===== config.mk =====
export PLATFORM = sky130hd
export DESIGN_NAME = stopwatch_uart_report
export DESIGN_NICKNAME = d
export VERILOG_FILES = /design/src/rtl/stopwatch_pkg.sv /design/src/rtl/stopwatch_uart_report_bin2dec2.sv /design/src/rtl/stopwatch_uart_report.sv
export SDC_FILE = /design/constraint.sdc
export NUM_CORES = 1
export LEC_CHECK = 0
export CELL_PAD_IN_SITES_DETAIL_PLACEMENT = 1
export CELL_PAD_IN_SITES_GLOBAL_PLACEMENT = 2
export CORE_MARGIN = 2
export CORE_UTILIZATION = 30
export CTS_CLUSTER_SIZE = 30
export DETAILED_ROUTE_END_ITERATION = 10
export PLACE_DENSITY_LB_ADDON = 0.1
export SLEW_MARGIN = 20
export SYNTH_ARGS = -nofsm -noshare
export SYNTH_HDL_FRONTEND = slang
export SYNTH_SLANG_ARGS = --single-unit

===== constraint.sdc =====
create_clock -name clk -period 2.7 [get_ports clk]
set_clock_uncertainty 0.1 [all_clocks]
set_input_delay 0.27 -clock clk [delete_from_list [all_inputs] [get_ports clk]]
set_output_delay 0.27 -clock clk [all_outputs]
set_load 0.05 [all_outputs]

===== src/rtl/stopwatch_pkg.sv =====
// Shared stopwatch types, ASCII constants and UART report helpers.
package stopwatch_pkg;

   // Stopwatch mode encoding, shared by the counter, display decoders and report block.
   typedef enum logic [2:0] {
      IDLE    = 3'b100,
      RUNNING = 3'b001,
      CLEAR   = 3'b010
   } state_t;

   // UART report FSM.
   typedef enum logic [1:0] {
      S_IDLE,
      S_SEND,
      S_STROBE,
      S_GAP
   } rpt_state_t;

   localparam logic [7:0] ASCII_COLON = 8'h3A;
   localparam logic [7:0] ASCII_CR    = 8'h0D;
   localparam logic [7:0] ASCII_LF    = 8'h0A;
   localparam logic [7:0] ASCII_ZERO  = 8'h30;
   localparam logic [7:0] ASCII_I     = 8'h49;
   localparam logic [7:0] ASCII_R     = 8'h52;
   localparam logic [7:0] ASCII_C     = 8'h43;
   localparam logic [7:0] ASCII_QMARK = 8'h3F;

   function automatic logic [7:0] mode_char(input logic [2:0] m);
      case (m)
         IDLE:    return ASCII_I;
         RUNNING: return ASCII_R;
         CLEAR:   return ASCII_C;
         default: return ASCII_QMARK;
      endcase
   endfunction

   // Byte idx of the frame "<M>:<T><U>[\r]\n".
   function automatic logic [7:0] frame_char(input logic [2:0] idx,
                                             input logic [2:0] m,
                                             input logic [3:0] tens,
                                             input logic [3:0] units,
                                             input bit         crlf);
      case (idx)
         3'd0:    return mode_char(m);
         3'd1:    return ASCII_COLON;
         3'd2:    return ASCII_ZERO + {4'h0, tens};
         3'd3:    return ASCII_ZERO + {4'h0, units};
         3'd4:    return crlf ? ASCII_CR : ASCII_LF;
         default: return ASCII_LF;
      endcase
   endfunction

endpackage


===== src/rtl/stopwatch_uart_report_bin2dec2.sv =====
// Combinational binary (< 100) to two BCD digits.
module bin2dec2 #(
   parameter int unsigned TIME_W = 5
) (
   input  logic [TIME_W-1:0] bin,
   output logic [3:0]        tens,
   output logic [3:0]        units
);

   logic [6:0] v;

   // Constant-divisor split into tens and units.
   always_comb begin
      v     = 7'(bin);
      tens  = 4'(v / 7'd10);
      units = 4'(v % 7'd10);
   end

endmodule


===== src/rtl/stopwatch_uart_report.sv =====
// Streams "<M>:<T><U>\r\n" to the UART whenever stopwatch mode/time changes.
module stopwatch_uart_report
   import stopwatch_pkg::*;
#(
   parameter int unsigned TIME_W   = 5,
   parameter bit          EOL_CRLF = 1'b1
) (
   input  logic              clk,
   input  logic              reset,
   input  logic              en_i,
   input  logic [2:0]        mode_i,
   input  logic [TIME_W-1:0] time_i,
   input  logic              txready_i,
   output logic [7:0]        txdata_o,
   output logic              txclk_o,
   output logic              busy_o,
   output logic              done_o
);

   localparam logic [2:0] LAST_IDX = EOL_CRLF ? 3'd5 : 3'd4;

   rpt_state_t        state, state_nxt;
   logic [2:0]        snap_mode;
   logic [TIME_W-1:0] snap_time;
   logic              snap_vld;
   logic [2:0]        idx;
   logic              start;
   logic              last;
   logic [3:0]        tens, units;

   assign last = (idx == LAST_IDX);

   bin2dec2 #(.TIME_W(TIME_W)) u_bin2dec2 (
      .bin   (snap_time),
      .tens  (tens),
      .units (units)
   );

   // FSM state register.
   always_ff @(posedge clk) begin
      if (reset) state <= S_IDLE;
      else       state <= state_nxt;
   end

   // Next-state decode and strobe/status outputs.
   always_comb begin
      state_nxt = state;
      start     = 1'b0;
      txclk_o   = 1'b0;
      done_o    = 1'b0;
      busy_o    = (state != S_IDLE);
      case (state)
         S_IDLE: begin
            if (en_i && (!snap_vld || {mode_i, time_i} != {snap_mode, snap_time})) begin
               start     = 1'b1;
               state_nxt = S_SEND;
            end
         end
         S_SEND: begin
            if (txready_i) state_nxt = S_STROBE;
         end
         S_STROBE: begin
            txclk_o   = 1'b1;
            done_o    = last;
            state_nxt = S_GAP;
         end
         S_GAP: begin
            state_nxt = last ? S_IDLE : S_SEND;
         end
         default: state_nxt = S_IDLE;
      endcase
   end

   // Snapshot, byte index and data register. The byte is loaded on entry to
   // S_SEND so txdata_o is already valid during the whole send/stall window;
   // byte 0 only needs the mode, which equals the value being captured.
   always_ff @(posedge clk) begin
      if (reset) begin
         txdata_o  <= '0;
         idx       <= '0;
         snap_vld  <= 1'b0;
         snap_mode <= '0;
         snap_time <= '0;
      end else if (start) begin
         snap_mode <= mode_i;
         snap_time <= time_i;
         snap_vld  <= 1'b1;
         idx       <= '0;
         txdata_o  <= mode_char(mode_i);
      end else if (state == S_GAP && !last) begin
         idx      <= idx + 3'd1;
         txdata_o <= frame_char(idx + 3'd1, snap_mode, tens, units, EOL_CRLF);
      end
   end

endmodule


## Word level (Yosys, flattened, before mapping)

Index checks and enable logic that the tools add are counted.

| operators by class | value |
|---|---|
| add/sub/neg operators | 3 |
| div/mod/pow operators | 2 |
| equal/unequal tests | 17 |
| muxes and demuxes | 13 |
| reductions and logical operators | 11 |

Operators by type and width:

| operator | count |
|---|---|
| $pmux 7 s3 | 2 |
| $pmux 8 s5 | 1 |
| $mux 8 | 2 |
| $add 6x4->7 const A | 2 |
| $eq 3x2->1 const B | 4 |
| $eq 3x3->1 const B | 4 |
| $eq 3x1->1 const B | 3 |
| $ne 8x8->1 | 1 |
| $pmux 2 s4 | 1 |
| $div 5x4->7 const B | 1 |
| $mod 5x4->7 const B | 1 |
| $mux 1 | 5 |
| $eq 2x2->1 const B | 2 |
| $mux 2 | 2 |
| $ne 2x2->1 const B | 2 |
| $reduce_bool 2->1 | 2 |
| $add 3x1->3 const B | 1 |
| $logic_not 3->1 | 1 |
| $eq 2x1->1 const B | 1 |
| $logic_and 1x1->1 | 2 |
| $logic_not 1->1 | 2 |
| $logic_not 2->1 | 1 |
| $reduce_and 2->1 | 1 |
| $reduce_or 2->1 | 1 |
| $logic_or 1x1->1 | 1 |

| storage, ports and cells | value |
|---|---|
| register bits after elaboration | 22 |
| input port bits | 12 |
| output and inout port bits | 11 |
| word-level logic and storage cells | 52 |

## Depth between registers and ports, before layout

Gate-level depths: netlist (run 1).

| logic depth | value |
|---|---|
| depth in word-level cells | 6 |
| mapped depth | 12 |
| gate-level depth less buffers | 11 |

## Modules after synthesis

A second synthesis (run 1) with hierarchy kept.

| second synthesis, totals | value |
|---|---|
| cells, all modules | 204 |
| area total of the unflattened synthesis | 1752.9 um^2 |

By module, submodules not included:

| module | instances | cells each | area each (um^2) |
|---|---|---|---|
| stopwatch_uart_report | 1 | 171 | 1490.2 |
| bin2dec2 | 1 | 33 | 262.8 |

## Worst setup path after synthesis (run 1)

OpenSTA, ideal clock, no wires.

| timing | value |
|---|---|
| path kind | flip-flop to flip-flop |
| start | reg snap_time[3] |
| end | reg txdata_o[1] |
| library setup time | 132 ps |
| arrival time | 2155 ps |
| required time | 2468 ps |
| path slack | 313 ps |
| stages on the path, launching flop included | 13 |
| clock period less this slack | 2387 ps |
| cells stage by stage | dfxtp_1 -> buf_6 -> or2_1 -> ha_1 -> nor2b_1 -> a21boi_0 -> nor2_1 -> ha_1 -> o31a_1 -> o22ai_4 -> xnor2_1 -> a311oi_1 -> o32ai_1 |

| on the way | value |
|---|---|
| cells in the longest elaborated chain, start to end | 6 |
| elaborated cells between the ends (all ways) | 13 |
| those cells by class | add/sub (2); div (2); eq/ne (1); mux (5); reduce/logical (3) |

Ends and longest elaborated chain:

| element | line | source |
|---|---|---|
| from (decl) | stopwatch_uart_report.sv:24 | `logic [TIME_W-1:0] snap_time;` |
| from (signal assigned) | stopwatch_uart_report.sv:86 | `snap_time <= time_i;` |
| parallel branches: the longest is 6 deep, another holds $mod 5x4->7 | n/a |  |
| to (signal assigned) | stopwatch_uart_report.sv:89 | `txdata_o <= mode_char(mode_i);` |
| to (signal assigned) | stopwatch_uart_report.sv:92 | `txdata_o <= frame_char(idx + 3'd1, snap_mode, tens, units, EOL_CRLF);` |
| to (decl) | stopwatch_uart_report.sv:14 | `output logic [7:0] txdata_o,` |

Several ways; the timed one is not identified. The select of a mux whose other input is x is not followed.
A chain may end at the register's enable or synchronous reset.

## Final worst setup path (run 1)

| timing | value |
|---|---|
| start | reg snap_time[2] |
| end | reg txdata_o[1] |

The elaborated chain is that of the path after synthesis.

==> results of run 1 <==
## metal layers
layer | up-vias | wire [µm] | part of all wire (%) | global-route usage (%)
met2 | 16 | 2240 | 51 | 27.5
met3 | 2 | 109 | 2.5 | 2.94
met4 | 0 | 24 | 0.54 | 3.21
met5 | - | 0 | 0 | 0
met1 | 692 | 2040 | 46 | 19.2
li1 | 715 | - | - | -
## path summary, 6_finish.rpt
path                                    to                       from  depth (start not counted)  slack [ns]
setup / recovery  txdata_o[1]$_SDFFE_PP0P_  snap_time[2]$_SDFFE_PP0P_                         11        0.17
hold / removal       snap_vld$_SDFFE_PP0P_      snap_vld$_SDFFE_PP0P_                          2        0.39
setup reg to reg  txdata_o[1]$_SDFFE_PP0P_  snap_time[2]$_SDFFE_PP0P_                         11        0.17
hold reg to reg      snap_vld$_SDFFE_PP0P_      snap_vld$_SDFFE_PP0P_                          2        0.39
## cells by family after synthesis
| group | count (synthesis) |
|---|---|
| AOI/OAI and AO/OA | 44 |
| xor gates and xnor gates | 17 |
| adders and majority gates | 12 |
| buffers and inverters | 21 |
| DFF | 21 |
| muxes | 2 |
| other | 1 |
| and+or+nand+nor | 78 |
## final cells by class
type,instances,area (µm²)
multi-input cells,154,1080
fillers,641,3190
inverters,8,30.0
flip-flops and latches,21,420
clock buffers,3,41.3
clock inverters,1,7.51
repair buffers,30,278
well taps,70,87.6
## power by group through the flow
| stage | Sequential [mW] | Combinational, mW | Clock (mW) |
|---|---|---|---|
| 3_3_place_gp | 0.473 | 0.901 | 0 |
| 6_report | 0.473 | 0.930 | 0.223 |
| 5_1_grt | 0.485 | 1.02 | 0.246 |
| 2_1_floorplan | 0.557 | 0.586 | 0 |
| 4_1_cts | 0.472 | 0.939 | 0.235 |
| 3_5_place_dp | 0.479 | 0.934 | 0 |
## Yosys cell counts (2+ instances only)
master | n | area share [%]
buf_2 | 4 | 1.2
o211ai_1 | 3 | 1.4
a32oi_1 | 2 | 1.1
nor2b_1 | 3 | 1.2
o21ai_0 | 3 | 0.94
o31ai_1 | 2 | 0.94
nand3_1 | 7 | 2.2
inv_1 | 7 | 1.6
clkbuf_1 | 3 | 0.70
a21boi_0 | 2 | 0.94
buf_4 | 2 | 0.94
dfxtp_1 | 21 | 26
nand2_1 | 30 | 7.0
or2_2 | 2 | 0.78
nor2_1 | 16 | 3.7
or3_1 | 3 | 1.2
a21oi_1 | 14 | 4.4
nor3_1 | 2 | 0.62
xnor2_2 | 3 | 3.0
mux2i_1 | 2 | 1.2
xor2_1 | 2 | 1.1
nand2b_1 | 4 | 1.6
a21o_1 | 2 | 0.94
xnor2_1 | 12 | 6.6
and2_1 | 2 | 0.78
buf_6 | 3 | 2.1
ha_1 | 12 | 9.4
## critical path, stage by stage, from the launching register on
cell and delay [ns]:
dfxtp_1 0.37, or2_1 0.26, ha_1 0.23, nor2b_1 0.16, a21boi_2 0.20, nor2_1 0.07, ha_1 0.23, o31a_1 0.14
o22ai_4 0.15, xnor2_1 0.16, a311oi_1 0.11, o32ai_1 0.26
## through the flow
stage,hold WS (ns),cell area [µm²]
2_1_floorplan,0.306,1600
3_3_place_gp,0.358,1880
3_5_place_dp,0.379,1880
4_1_cts,0.401,1930
5_1_grt,0.431,1950
6_report,0.395,1950
## what timing repair did
item / CTS / global route
gates resized for setup: 0 / 3
endpoints found under the setup margin: 0 / 2
setup buffers: 0 / 0
## registers in the layout, indices dropped and copies added (netlist names)
register and flops:
idx 3, snap_mode 3, snap_time 5, snap_vld 1, state 2, txdata_o 7
==> summary.txt, run 1 <==
Status
  • Status: finished, final reports clean

Place
  • Pre-CTS setup slack: 0.0704 ns
  • DP Cell Count: 283
  • Dpl hpwl: 3.45 mm
  • I/O Buffers: 21
  • RePlAce Congestion: 0.751

Timing
  • Final worst slack: 0.170 ns
  • Post-Route Setup TNS: 0 ns
  • Final hold vios: 0
  • Slew margin rel.: 57.6%
  • Final period util: 93.7%
  • Min Tclk post-route: 2.53 ns
  • Max-slew violations: 0
  • Slew @ Worst Pin: 0.633 ns
  • Achievable frequency: 0.395 GHz
  • Setup violators final: 0

Clocking
  • Maximum clock path buffer count: 2
  • Clock transition at the registers of the reported paths: 0.09 ns
  • CTS H-tree depth: 1
  • # hold bufs at CTS: 0
  • Clk Latency, worst-skew pair: 0.27 ns
  • TritonCTS Buffers: 3
  • Number of clock sinks: 21
  • CTS tree: done
  • Root buffer cell: clkbuf_8

Critical path
  • Worst path arrival time: 2.60 ns
  • Worst Setup End Kind: flop
  • CP required: 2.77 ns
  • Crit start category: flop
  • Crit path max fanout: 6
  • Kind of critical path: reg2reg

Global routing
  • Largest net degree at the start of global routing: 22
  • Initial antenna violation count: 0
  • Global-route wire length before repair: 7.32 mm
  • Vias in the first global route: 1501
  • Overflow after GRT: 0
  • Gr usage total: 15.4%

Power and ir drop
  • Clock network fraction of total power: 13.7%
  • Leakage: 0.719 nW
  • Max IR drop VDD: 0.470 mV
  • Switching power: 0.763 mW
  • Total Power: 1.63 mW
  • Sw Share: 46.9%
  • Share of total power in combinational logic: 57.2%
  • Pint: 0.864 mW
  • Pwr/cell area: 834 nW/µm²
  • Reg power frac: 29.1%

Synth
  • Mux share of post-synthesis cell area: 1.25%
  • Cell count after synthesis: 196
  • Mapped cell area: 1600 µm²
  • Compound-gate portion of the synthesized area: 20.9%
  • Post-synth cell types: 55
  • Syn Area/Cell: 8.18 µm²
  • EDFF count, synth: 0
  • Post-Synth XOR/XNOR Area: 10.7%
  • Largest family of logic cells by synthesized area: simple AND/OR/NAND/NOR gates
  • Adder-cell share of the synthesized area: 9.37%
  • Yosys reg bits: 21
  • Ys Warns: 0
  • Primary FF master, synth: dfxtp_1
  • Share of the yosys chip area belonging to registers: 26.2%
  • Simple logic cell fraction of the synthesized area: 24.2%
  • Post-synthesis net count: 220
  • Post-synth ARST share: 0%

Layout
  • Most frequent cells in the layout: 30 x nand2_1, 21 x dfxtp_1, 21 x clkdlybuf4s50_1, 16 x nor2_1, 14 x a21oi_1
  • Final core occ: 37.9%
  • Layout cells sized above 1: 14.3%
  • ANT cells: 0
  • Synthesis-to-layout area growth: 21.6%
  • Fin nets: 242
  • Most common cell after layout, fill and taps aside: nand2_1
  • Non-filler cells, final: 287

Drt
  • DRC viols: 0
  • WL final: 4.41 mm
  • Vias post-DR: 1425
  • Wirelength per Cell: 15.4 µm
  • Antenna viol nets, final: 0
  • DRT Pass-1 Iters: 4
  • Via/cell ratio: 4.97
  • First DRT Iteration DRCs: 50

Floorplan
  • Initial Utilization: 31.2%
  • Die Ht: 77.1 µm
  • Die width: 77.1 µm
  • Die area: 5940 µm²
  • IO Pins: 23
  • Row count: 26
  • Core area: 5140 µm²

Worst hold path
  • Hold WC Path Type: reg2reg

Flow run
  • Maxcap violations: 0
(Power assumes the default switching activity.)
==> run 2, diff against run 1 <==
CORE_MARGIN = unset   (was 2)
==> run 2 against run 1 <==
  * Final cell count is the same
  * Sequential power is essentially flat
  * Setup slack gained 0.047 ns
  * Largest power group unchanged
==> summary.txt, run 2 (synthesis results as in run 1) <==
Status
  • Status: finished, final reports clean

Global routing
  • Routing usage on met3: 2.01%
  • Vias in the first global route: 1467
  • Gr usage total: 16.9%
  • Global-route wire length before repair: 6.96 mm
  • Top Usage Layer GRT: met2
  • Largest net degree at the start of global routing: 22
  • Overflow after GRT: 0
  • M1 GR Usage: 21.3%
  • Met2 usage: 29.7%
  • Initial antenna violation count: 0

Layout
  • Layout cells sized above 1: 13.8%
  • Max reg flops: 7
  • Synthesis-to-layout area growth: 20.8%
  • Design Area, Final: 1940 µm²
  • Most common cell after layout, fill and taps aside: nand2_1
  • Most frequent cells in the layout: 30 x nand2_1, 21 x dfxtp_1, 21 x clkdlybuf4s50_1, 16 x nor2_1, 14 x a21oi_1
  • Fin nets: 242
  • ANT cells: 0
  • Largest registers: txdata_o: 7 flops, snap_time: 5 flops
  • Top reg by flops: txdata_o

Timing
  • Unrepaired setup endpoints after global routing: no
  • Final hold vios: 0
  • Slew @ Worst Pin: 0.836 ns
  • Final period util: 92.0%
  • Achievable frequency: 0.403 GHz
  • Slew margin rel.: 44.1%
  • Max-slew violations: 0
  • Setup violators final: 0
  • Post-Route Setup TNS: 0 ns
  • Min Tclk post-route: 2.48 ns

Clocking
  • Root buffer cell: clkbuf_8
  • CTS tree: done
  • Number of clock sinks: 21
  • Clk Latency, worst-skew pair: 0.27 ns
  • Clock transition at the registers of the reported paths: 0.08 ns
  • TritonCTS Buffers: 3
  • Maximum clock path buffer count: 2
  • CTS H-tree depth: 1
  • Setup Fix Bufs, Post-CTS: 0

Drt
  • First DRT Iteration DRCs: 28
  • DRT Pass-1 Iters: 4
  • DRC viols: 0
  • WL final: 4.37 mm
  • Wirelength per Cell: 15.2 µm
  • Antenna viol nets, final: 0
  • Vias post-DR: 1454
  • Via/cell ratio: 5.07

Place
  • I/O Buffers: 21
  • Dpl hpwl: 3.34 mm
  • Cell Area, Placed: 1880 µm²
  • RePlAce Congestion: 0.780

Critical path
  • Kind of cell adding the most delay to the critical path: compound AO/OA/AOI/OAI gates
  • Crit-path cells: or2_1 -> ha_1 -> nor2b_2 -> a21boi_2 -> nor2_1 -> ha_1 -> o31a_1 -> o22ai_4 -> xnor2_1 -> a311oi_1 -> o32ai_1
  • CP dominant cell by count: ha_1
  • Worst path max stage delay: 0.36 ns
  • Slowest cell on crit path: dfxtp_1
  • Kind of critical path: reg2reg
  • Crit path max fanout: 6
  • Worst Setup End Kind: flop
  • CP required: 2.73 ns
  • Crit start category: flop
  • Worst path arrival time: 2.51 ns
  • WP buf/inv: 0

Floorplan
  • Initial Utilization: 31.2%
  • Row count: 26
  • Die width: 75.1 µm
  • Die area: 5640 µm²
  • Core area: 5140 µm²
  • Die Ht: 75.1 µm
  • IO Pins: 23

Worst hold path
  • Hold WC Path Type: reg2reg

Flow run
  • Maxcap violations: 0

Power and ir drop
  • Total Power: 1.61 mW
  • Pwr/cell area: 833 nW/µm²
  • Max IR drop VDD: 0.535 mV
  • Leakage: 0.721 nW
## run 2: cell type report
cell class / instances / area, µm²
repair buffers: 30 / 278
fillers: 657 / 3200
clock buffers: 3 / 41.3
flip-flops and latches: 21 / 420
clock inverters: 1 / 5.00
multi-input cells: 154 / 1070
well taps: 70 / 87.6
inverters: 8 / 30.0
## run 2: where the power goes
| part | switching, mW | total [mW] | internal [mW] |
|---|---|---|---|
| clock | 0.121 | 0.224 | 0.103 |
| sequential | 0.0852 | 0.472 | 0.387 |
| combinational | 0.548 | 0.917 | 0.369 |
| total | 0.754 | 1.61 | 0.859 |
## run 2: path summary, 6_finish.rpt
path / from / end / slack (ns) / cells after the start
max reg2reg: snap_time[2]$_SDFFE_PP0P_ / txdata_o[1]$_SDFFE_PP0P_ / 0.22 / 11
min reg2reg: txdata_o[3]$_SDFFE_PP0P_ / txdata_o[3]$_SDFFE_PP0P_ / 0.38 / 2
min: txdata_o[3]$_SDFFE_PP0P_ / txdata_o[3]$_SDFFE_PP0P_ / 0.38 / 2
max: snap_time[2]$_SDFFE_PP0P_ / txdata_o[1]$_SDFFE_PP0P_ / 0.22 / 11
## run 2: through the flow
step | hold slack [ns] | setup WS, ns | utilization [%] | instances
6_report | 0.385 | 0.217 | 37.7 | 287
2_1_floorplan | 0.306 | 0.313 | - | 196
4_1_cts | 0.397 | 0.0542 | 37.6 | 287
3_3_place_gp | 0.357 | 0.226 | 36.7 | 283
3_5_place_dp | 0.381 | 0.0775 | 36.7 | 283
5_1_grt | 0.417 | 0.00423 | 37.7 | 287
## run 2: worst register-to-register path: stages (launching register included)
cell and delay (ns):
dfxtp_1 0.36, or2_1 0.27, ha_1 0.25, nor2b_2 0.15, a21boi_2 0.20, nor2_1 0.07
ha_1 0.22, o31a_1 0.13, o22ai_4 0.14, xnor2_1 0.08, a311oi_1 0.26, o32ai_1 0.12
## run 2: routing by layer
metal / wire length, µm / vias to the layer above
met5: 0 / -
met4: 59 / 0
met3: 120 / 5
met2: 2150 / 20
li1: - / 717
met1: 2040 / 712
## run 2: timing repair
item,CTS,global route
hold buffers,0,0
endpoints found under the setup margin,0,2
gates resized for setup,0,3
==> run 3, diff against run 2 <==
HOLD_SLACK_MARGIN = 0.08   (was unset)
==> results of run 3 <==
Final layout, timing and power as in run 2 (identical DEF).
